**config.mk**
```make
export PLATFORM = sky130hd
export DESIGN_NAME = mem_stage
export DESIGN_NICKNAME = d
export VERILOG_FILES = /design/src/rtl/y86_pkg.sv /design/src/rtl/y86_pipe_reg.sv /design/src/rtl/mem_stage.sv
export SDC_FILE = /design/constraint.sdc
export NUM_CORES = 1
export LEC_CHECK = 0
export ABC_CLOCK_PERIOD_IN_PS = 6200
export CAP_MARGIN = 40
export CORE_AREA = 2 2 245 247
export DETAILED_ROUTE_END_ITERATION = 16
export DIE_AREA = 0 0 247 249
export PLACE_DENSITY_LB_ADDON = 0.08
export REMOVE_ABC_BUFFERS = 1
export SLEW_MARGIN = 20
export SYNTH_ARGS = -nofsm -noshare
export SYNTH_HDL_FRONTEND = slang
export SYNTH_SLANG_ARGS = --single-unit
```
**constraint.sdc**
```tcl
create_clock -name clk -period 6.2 [get_ports clk]
set_input_delay 0.62 -clock clk [delete_from_list [all_inputs] [get_ports clk]]
set_output_delay 0.62 -clock clk [all_outputs]
set_load 0.02 [all_outputs]
```
**src/rtl/y86_pkg.sv**
```systemverilog
// Shared definitions for the Y86-64 memory stage.
// Contents: instruction codes, status codes, the "no register" id, the
// packed M and W pipeline records with their bubble values, and a helper
// that classifies a status as exceptional.
package y86_pkg;

    localparam logic [3:0] ICODE_HALT   = 4'h0;
    localparam logic [3:0] ICODE_NOP    = 4'h1;
    localparam logic [3:0] ICODE_RRMOVQ = 4'h2;
    localparam logic [3:0] ICODE_IRMOVQ = 4'h3;
    localparam logic [3:0] ICODE_RMMOVQ = 4'h4;
    localparam logic [3:0] ICODE_MRMOVQ = 4'h5;
    localparam logic [3:0] ICODE_OPQ    = 4'h6;
    localparam logic [3:0] ICODE_JXX    = 4'h7;
    localparam logic [3:0] ICODE_CALL   = 4'h8;
    localparam logic [3:0] ICODE_RET    = 4'h9;
    localparam logic [3:0] ICODE_PUSHQ  = 4'hA;
    localparam logic [3:0] ICODE_POPQ   = 4'hB;

    localparam logic [2:0] STAT_BUB = 3'd0;
    localparam logic [2:0] STAT_AOK = 3'd1;
    localparam logic [2:0] STAT_HLT = 3'd2;
    localparam logic [2:0] STAT_ADR = 3'd3;
    localparam logic [2:0] STAT_INS = 3'd4;

    localparam logic [3:0] RNONE = 4'hF;

    typedef struct packed {
        logic [2:0]  stat;
        logic [3:0]  icode;
        logic        cnd;
        logic [63:0] valE;
        logic [63:0] valA;
        logic [3:0]  dstE;
        logic [3:0]  dstM;
    } m_reg_t;

    typedef struct packed {
        logic [2:0]  stat;
        logic [3:0]  icode;
        logic [63:0] valE;
        logic [63:0] valM;
        logic [3:0]  dstE;
        logic [3:0]  dstM;
    } w_reg_t;

    localparam m_reg_t M_BUBBLE = '{stat: STAT_BUB, icode: ICODE_NOP, cnd: 1'b0,
                                    valE: 64'd0, valA: 64'd0, dstE: RNONE, dstM: RNONE};

    localparam w_reg_t W_BUBBLE = '{stat: STAT_BUB, icode: ICODE_NOP,
                                    valE: 64'd0, valM: 64'd0, dstE: RNONE, dstM: RNONE};

    // A bubble is never exceptional; only HLT, ADR and INS stop the machine.
    function automatic logic is_exception(input logic [2:0] stat);
        logic exc;
        case (stat)
            STAT_HLT, STAT_ADR, STAT_INS: exc = 1'b1;
            default:                      exc = 1'b0;
        endcase
        return exc;
    endfunction

endpackage

```
**src/rtl/y86_pipe_reg.sv**
```systemverilog
// Generic pipeline register with hold / bubble / load control.
// Ports:
//   clk, rst_n  clock and asynchronous active-low reset (resets to BUBBLE_VAL)
//   hold_i      keep current contents (highest priority)
//   bubble_i    load BUBBLE_VAL
//   d_i         normal load data
//   q_o         register contents
module y86_pipe_reg #(
    parameter int               WIDTH      = 8,
    parameter logic [WIDTH-1:0] BUBBLE_VAL = '0
) (
    input  logic             clk,
    input  logic             rst_n,
    input  logic             hold_i,
    input  logic             bubble_i,
    input  logic [WIDTH-1:0] d_i,
    output logic [WIDTH-1:0] q_o
);

    logic [WIDTH-1:0] q_q;
    logic [WIDTH-1:0] q_d;

    // Next-state selection: hold beats bubble beats load.
    always_comb begin
        if (hold_i) begin
            q_d = q_q;
        end else if (bubble_i) begin
            q_d = BUBBLE_VAL;
        end else begin
            q_d = d_i;
        end
    end

    // State register.
    always_ff @(posedge clk or negedge rst_n) begin
        if (!rst_n) begin
            q_q <= BUBBLE_VAL;
        end else begin
            q_q <= q_d;
        end
    end

    assign q_o = q_q;

endmodule

```
**src/rtl/mem_stage.sv**
```systemverilog
// Y86-64 memory stage: M pipeline register, data-memory control, status
// merge, W pipeline register and the sticky halt flag.
// Ports:
//   e_*            execute-stage results loaded into M
//   M_bubble       load a bubble into M; W_stall holds both M and W
//   mem_read/mem_write/mem_addr/mem_data  drive data_mem
//   valM, dmem_error                      returned by data_mem (combinational)
//   M_*            M register contents (forwarding)
//   m_stat         status of the instruction currently in M
//   W_*            W register contents (write-back)
//   halted         sticky: an exceptional instruction has reached W
module mem_stage
    import y86_pkg::*;
#(
    parameter int MEM_BYTES = 256
) (
    input  logic        clk,
    input  logic        rst_n,
    input  logic [2:0]  e_stat,
    input  logic [3:0]  e_icode,
    input  logic        e_cnd,
    input  logic [63:0] e_valE,
    input  logic [63:0] e_valA,
    input  logic [3:0]  e_dstE,
    input  logic [3:0]  e_dstM,
    input  logic        M_bubble,
    input  logic        W_stall,
    output logic        mem_read,
    output logic        mem_write,
    output logic [63:0] mem_addr,
    output logic [63:0] mem_data,
    input  logic [63:0] valM,
    input  logic        dmem_error,
    output logic [3:0]  M_icode,
    output logic        M_cnd,
    output logic [63:0] M_valE,
    output logic [63:0] M_valA,
    output logic [3:0]  M_dstE,
    output logic [3:0]  M_dstM,
    output logic [2:0]  m_stat,
    output logic [2:0]  W_stat,
    output logic [3:0]  W_icode,
    output logic [63:0] W_valE,
    output logic [63:0] W_valM,
    output logic [3:0]  W_dstE,
    output logic [3:0]  W_dstM,
    output logic        halted
);

    // Highest legal 8-byte access address.
    localparam logic [63:0] ADDR_LIMIT = 64'(MEM_BYTES - 8);

    m_reg_t      m_d;
    m_reg_t      m_q;
    w_reg_t      w_d;
    w_reg_t      w_q;
    logic        halted_q;
    logic        halted_d;
    logic        freeze_s;
    logic        rd_op_s;
    logic        wr_op_s;
    logic [63:0] addr_s;
    logic        addr_err_s;
    logic [2:0]  m_stat_s;
    logic        mem_read_s;
    logic        mem_write_s;

    // Once halted, and while write-back is stalled, both registers hold.
    assign freeze_s = halted_q | W_stall;

    // M register input record from execute.
    always_comb begin
        m_d.stat  = e_stat;
        m_d.icode = e_icode;
        m_d.cnd   = e_cnd;
        m_d.valE  = e_valE;
        m_d.valA  = e_valA;
        m_d.dstE  = e_dstE;
        m_d.dstM  = e_dstM;
    end

    y86_pipe_reg #(
        .WIDTH      ($bits(m_reg_t)),
        .BUBBLE_VAL (M_BUBBLE)
    ) u_m_reg (
        .clk      (clk),
        .rst_n    (rst_n),
        .hold_i   (freeze_s),
        .bubble_i (M_bubble),
        .d_i      (m_d),
        .q_o      (m_q)
    );

    // Decode the memory operation and address source from the M icode.
    always_comb begin
        rd_op_s = 1'b0;
        wr_op_s = 1'b0;
        addr_s  = 64'd0;
        case (m_q.icode)
            ICODE_RMMOVQ, ICODE_PUSHQ, ICODE_CALL: begin
                wr_op_s = 1'b1;
                addr_s  = m_q.valE;
            end
            ICODE_MRMOVQ: begin
                rd_op_s = 1'b1;
                addr_s  = m_q.valE;
            end
            ICODE_POPQ, ICODE_RET: begin
                rd_op_s = 1'b1;
                addr_s  = m_q.valA;
            end
            default: begin
                rd_op_s = 1'b0;
                wr_op_s = 1'b0;
                addr_s  = 64'd0;
            end
        endcase
    end

    assign addr_err_s = (rd_op_s | wr_op_s) & (dmem_error | (addr_s > ADDR_LIMIT));

    // An address fault only overrides a healthy status; earlier faults win.
    always_comb begin
        if (addr_err_s && (m_q.stat == STAT_AOK)) begin
            m_stat_s = STAT_ADR;
        end else begin
            m_stat_s = m_q.stat;
        end
    end

    assign mem_read_s  = rd_op_s & (m_q.stat == STAT_AOK) & ~addr_err_s & ~halted_q;
    // Gating with W_stall commits the store exactly once, on the edge M advances.
    assign mem_write_s = wr_op_s & (m_q.stat == STAT_AOK) & ~addr_err_s & ~halted_q & ~W_stall;

    // W register input record; valM is only meaningful for an actual read.
    always_comb begin
        w_d.stat  = m_stat_s;
        w_d.icode = m_q.icode;
        w_d.valE  = m_q.valE;
        if (mem_read_s) begin
            w_d.valM = valM;
        end else begin
            w_d.valM = 64'd0;
        end
        w_d.dstE  = m_q.dstE;
        w_d.dstM  = m_q.dstM;
    end

    y86_pipe_reg #(
        .WIDTH      ($bits(w_reg_t)),
        .BUBBLE_VAL (W_BUBBLE)
    ) u_w_reg (
        .clk      (clk),
        .rst_n    (rst_n),
        .hold_i   (freeze_s),
        .bubble_i (1'b0),
        .d_i      (w_d),
        .q_o      (w_q)
    );

    // Halt becomes set on the edge W accepts an exceptional status.
    always_comb begin
        if (!freeze_s && is_exception(m_stat_s)) begin
            halted_d = 1'b1;
        end else begin
            halted_d = halted_q;
        end
    end

    // Sticky halt flag, cleared only by reset.
    always_ff @(posedge clk or negedge rst_n) begin
        if (!rst_n) begin
            halted_q <= 1'b0;
        end else begin
            halted_q <= halted_d;
        end
    end

    assign mem_read  = mem_read_s;
    assign mem_write = mem_write_s;
    assign mem_addr  = addr_s;
    assign mem_data  = m_q.valA;
    assign m_stat    = m_stat_s;

    assign M_icode = m_q.icode;
    assign M_cnd   = m_q.cnd;
    assign M_valE  = m_q.valE;
    assign M_valA  = m_q.valA;
    assign M_dstE  = m_q.dstE;
    assign M_dstM  = m_q.dstM;

    assign W_stat  = w_q.stat;
    assign W_icode = w_q.icode;
    assign W_valE  = w_q.valE;
    assign W_valM  = w_q.valM;
    assign W_dstE  = w_q.dstE;
    assign W_dstM  = w_q.dstM;

    assign halted = halted_q;

endmodule

```
==> out/qor.yml <==
power_and_ir_drop:
  finalPower_uw: 9618
  combPwrFrac_pct: 43.9
  netSwitchingFraction_pct: 40.82
  vdd_drop_max_mv: 0.2335
  power.internal_uw: 5692
  power.density_nw_per_um2: 465.7
  p_clk_share_pct: 23.3
  power.share.sequential_pct: 32.9
  p_leak_uw: 0.009310
  power_switching_uw: 3926
synthesis:
  ys_seq_area_share_pct: 51.95
  netlist_top_cells_count: "503 x nand2_1, 270 x dfrtp_1, 212 x buf_4"
  synth_top_area_share_pct: 48.55
  netlist.top_cell.by_area: "dfrtp_1"
  synthCells: 1455
  synth.avg_cell_area_sq_um: 9.564
  ys_types: 40
  synth_edf_count: 0
  ys_seq_elements: 288
  ys.flop_type: "dfrtp_1"
  synth.area.top_cells: "dfrtp_1 49%, nand2_1 14%, buf_4 11%, nand3b_1 7.3%, a22o_1 6.4%"
  syn-cell-area_sq_um: 13920
  yosys.cell_count.top_type: "nand2_1"
  synthArstFlopShare_pct: 100.0
  yosys_warnings: 0
sta:
  hold_viol: 0
  finClkSkew_ns: 0.01505
  maxSlewHeadroom_pct: 28.09
  finalSetupViolCount: 0
  timing.hold.ws_ns: 0.09659
  max_freq_mhz: 203.3
  finalCritPeriodShare_pct: 79.35
  final_max_slew_viol_count: 0
  tightest_slew_ns: 1.079
  rsz0062_at_grt: "false"
  post-route-min-period_ns: 4.920
grt:
  grt_max_degree: 165
  grt-ovfl-total: 0
  grt_first_pass_wirelength_microns: 86970
  grt_pass1_vias: 11940
  grt_use_total_pct: 19.01
  antenna_found_initial: 4
route:
  num_vias: 11600
  post_drt_via_cell_ratio: 4.391
  wl_per_cell_microns: 22.82
  ant_nets: 0
  drt_pre_antenna_iters: 5
  dr.first_iter.drc_count: 500
  drc: 0
  drt_wl_total_microns: 60280
clock_network:
  cts.sinks: 288
  worstSkewPairLatency_ns: 0.55
  cts_tree: "yes"
  clockBufferDepth: 3
  cts_htree_levels: 2
  cts_resized: 0
  clkTransAtPathRegs_ns: 0.06
  post-cts-setup-buffer-count: 0
  post_cts_hold_buffer_count: 0
  clockRootBuffer: "clkbuf_16"
  numCtsBuffers: 39
cells_and_area:
  areaGrowthSynthToFinish_pct: 48.43
  postLayoutCellArea_sq_um: 20650
  fill_cells: 5963
  final_cells: 2642
  utilization_pct: 35.20
  fin_nets: 2052
  drive_gt1_share_pct: 6.585
floorplan:
  io_pins: 631
  initial_core_util_pct: 23.71
  die_x_microns: 247
  die-area_sq_um: 61500
  die-height_microns: 249
  rows: 89
  core_sq_um: 58690
worst_setup_path:
  worstPathArrival_ns: 4.30
  critical_path_class: "reg2out"
  worst-path-max-fanout: 19
  end_kind: "output port"
  critPathLaunchType: "flip-flop"
  required_ns: 5.58
placement:
  place_congestion: 0.8323
  portBuffers: 630
  place_inst: 2569
  hpwl_microns: 42910
  placed_cell_area_sq_um: 19340
status:
  outcome: "completed"
flow_run:
  max-cap-violations: 0
worst_hold_path:
  holdCritPathClass: "in2async"
critical path: stages, from the launching register on:
cell	delay (ns)
dfrtp_1	0.60
or3b_1	0.36
o21ai_4	0.29
buf_4	0.31
a22o_1	0.21
nand4bb_1	0.37
nor3_1	0.69
and4b_1	0.29
clkdlybuf4s50_1	0.60
final timing paths:
kind / from / end / slack [ns] / depth (start not counted)
worst max-delay path: u_m_reg.q_o[140]$_DFFE_PN0P_ / mem_read / 1.28 / 8
worst min-delay path: rst_n / u_w_reg.q_o[45]$_DFFE_PN0P_ / 0.1 / 1
worst max register to register: u_m_reg.q_o[140]$_DFFE_PN0P_ / u_w_reg.q_o[51]$_DFFE_PN0P_ / 2.69 / 8
worst min register to register: u_w_reg.q_o[6]$_DFFE_PN1P_ / u_w_reg.q_o[6]$_DFFE_PN1P_ / 0.45 / 2
max in group asynchronous: rst_n / u_w_reg.q_o[62]$_DFFE_PN0P_ / 4.77 / 2
min in group clk: u_w_reg.q_o[6]$_DFFE_PN1P_ / u_w_reg.q_o[6]$_DFFE_PN1P_ / 0.45 / 2
through the flow:
| stage | worst slack (ns) | setup TNS (ns) |
|---|---|---|
| global placement | 1.546 | 0 |
| global route | 0.8406 | 0 |
| detailed placement | 1.557 | 0 |
| CTS | 0.9581 | 0 |
| finish | 1.280 | 0 |
| floorplan | -3.941 | -553.14 |
cell families after synthesis:
group                  Yosys count  share of synthesized area, %
AOI/OAI and AO/OA              159                         9.513
DFF                            288                         51.95
buffers and inverters          308                         14.56
and+or+nand+nor                698                         23.84
muxes                            2                        0.1439
routing by layer:
| layer | global-route usage [%] | wire, microns |
|---|---|---|
| met2 | 33.00 | 30340 |
| met5 | 0 | 45 |
| met1 | 22.59 | 23960 |
| met4 | 3.287 | 732 |
| met3 | 6.917 | 5208 |
sequential cells by signal, indices dropped and copies added (netlist names):
signal,cells
u_w_reg.q_o,143
u_m_reg.q_o,144
halted,1
power groups by stage:
| stage | registers [uW] | logic (uW) | clock network [uW] |
|---|---|---|---|
| 3_5_place_dp | 3200 | 4290 | 0 |
| 5_1_grt | 3270 | 4490 | 2400 |
| 6_report | 3160 | 4220 | 2240 |
| 4_1_cts | 3180 | 4310 | 2320 |
| 2_1_floorplan | 3910 | 886 | 0 |
| 3_3_place_gp | 3160 | 4340 | 0 |
cell usage in the layout, fill, tap and decap left out, drive strengths merged, types with 2 or more instances in the layout:
master	instances
inv	6
nand2	503
o21ai	23
nor3	2
dfrtp	270
nor4	24
buf	17
nor2	7
nand3b	135
o211ai	4
o31ai	2
dfstp	18
mux2i	2
clkdlybuf4s50	628
clkbuf	58
clkinv	9
nand3	2
nand4bb	5
or4	3
nand4	6
a22o	124
nand4b	4
area by class of cell:
class / count / area, sq um / area share [%]
Clock buffer: 58 / 1160 / 5.615
Sequential cell: 288 / 7229 / 35.00
Tap cell: 773 / 967.2 / 4.683
Timing Repair Buffer: 646 / 6497 / 31.46
Antenna cell: 1 / 2.502 / 0.01212
Clock inverter: 12 / 93.84 / 0.4543
Inverter: 5 / 18.77 / 0.09087
Multi-Input combinational cell: 859 / 4686 / 22.69
Power figures use the tool's default switching activity.
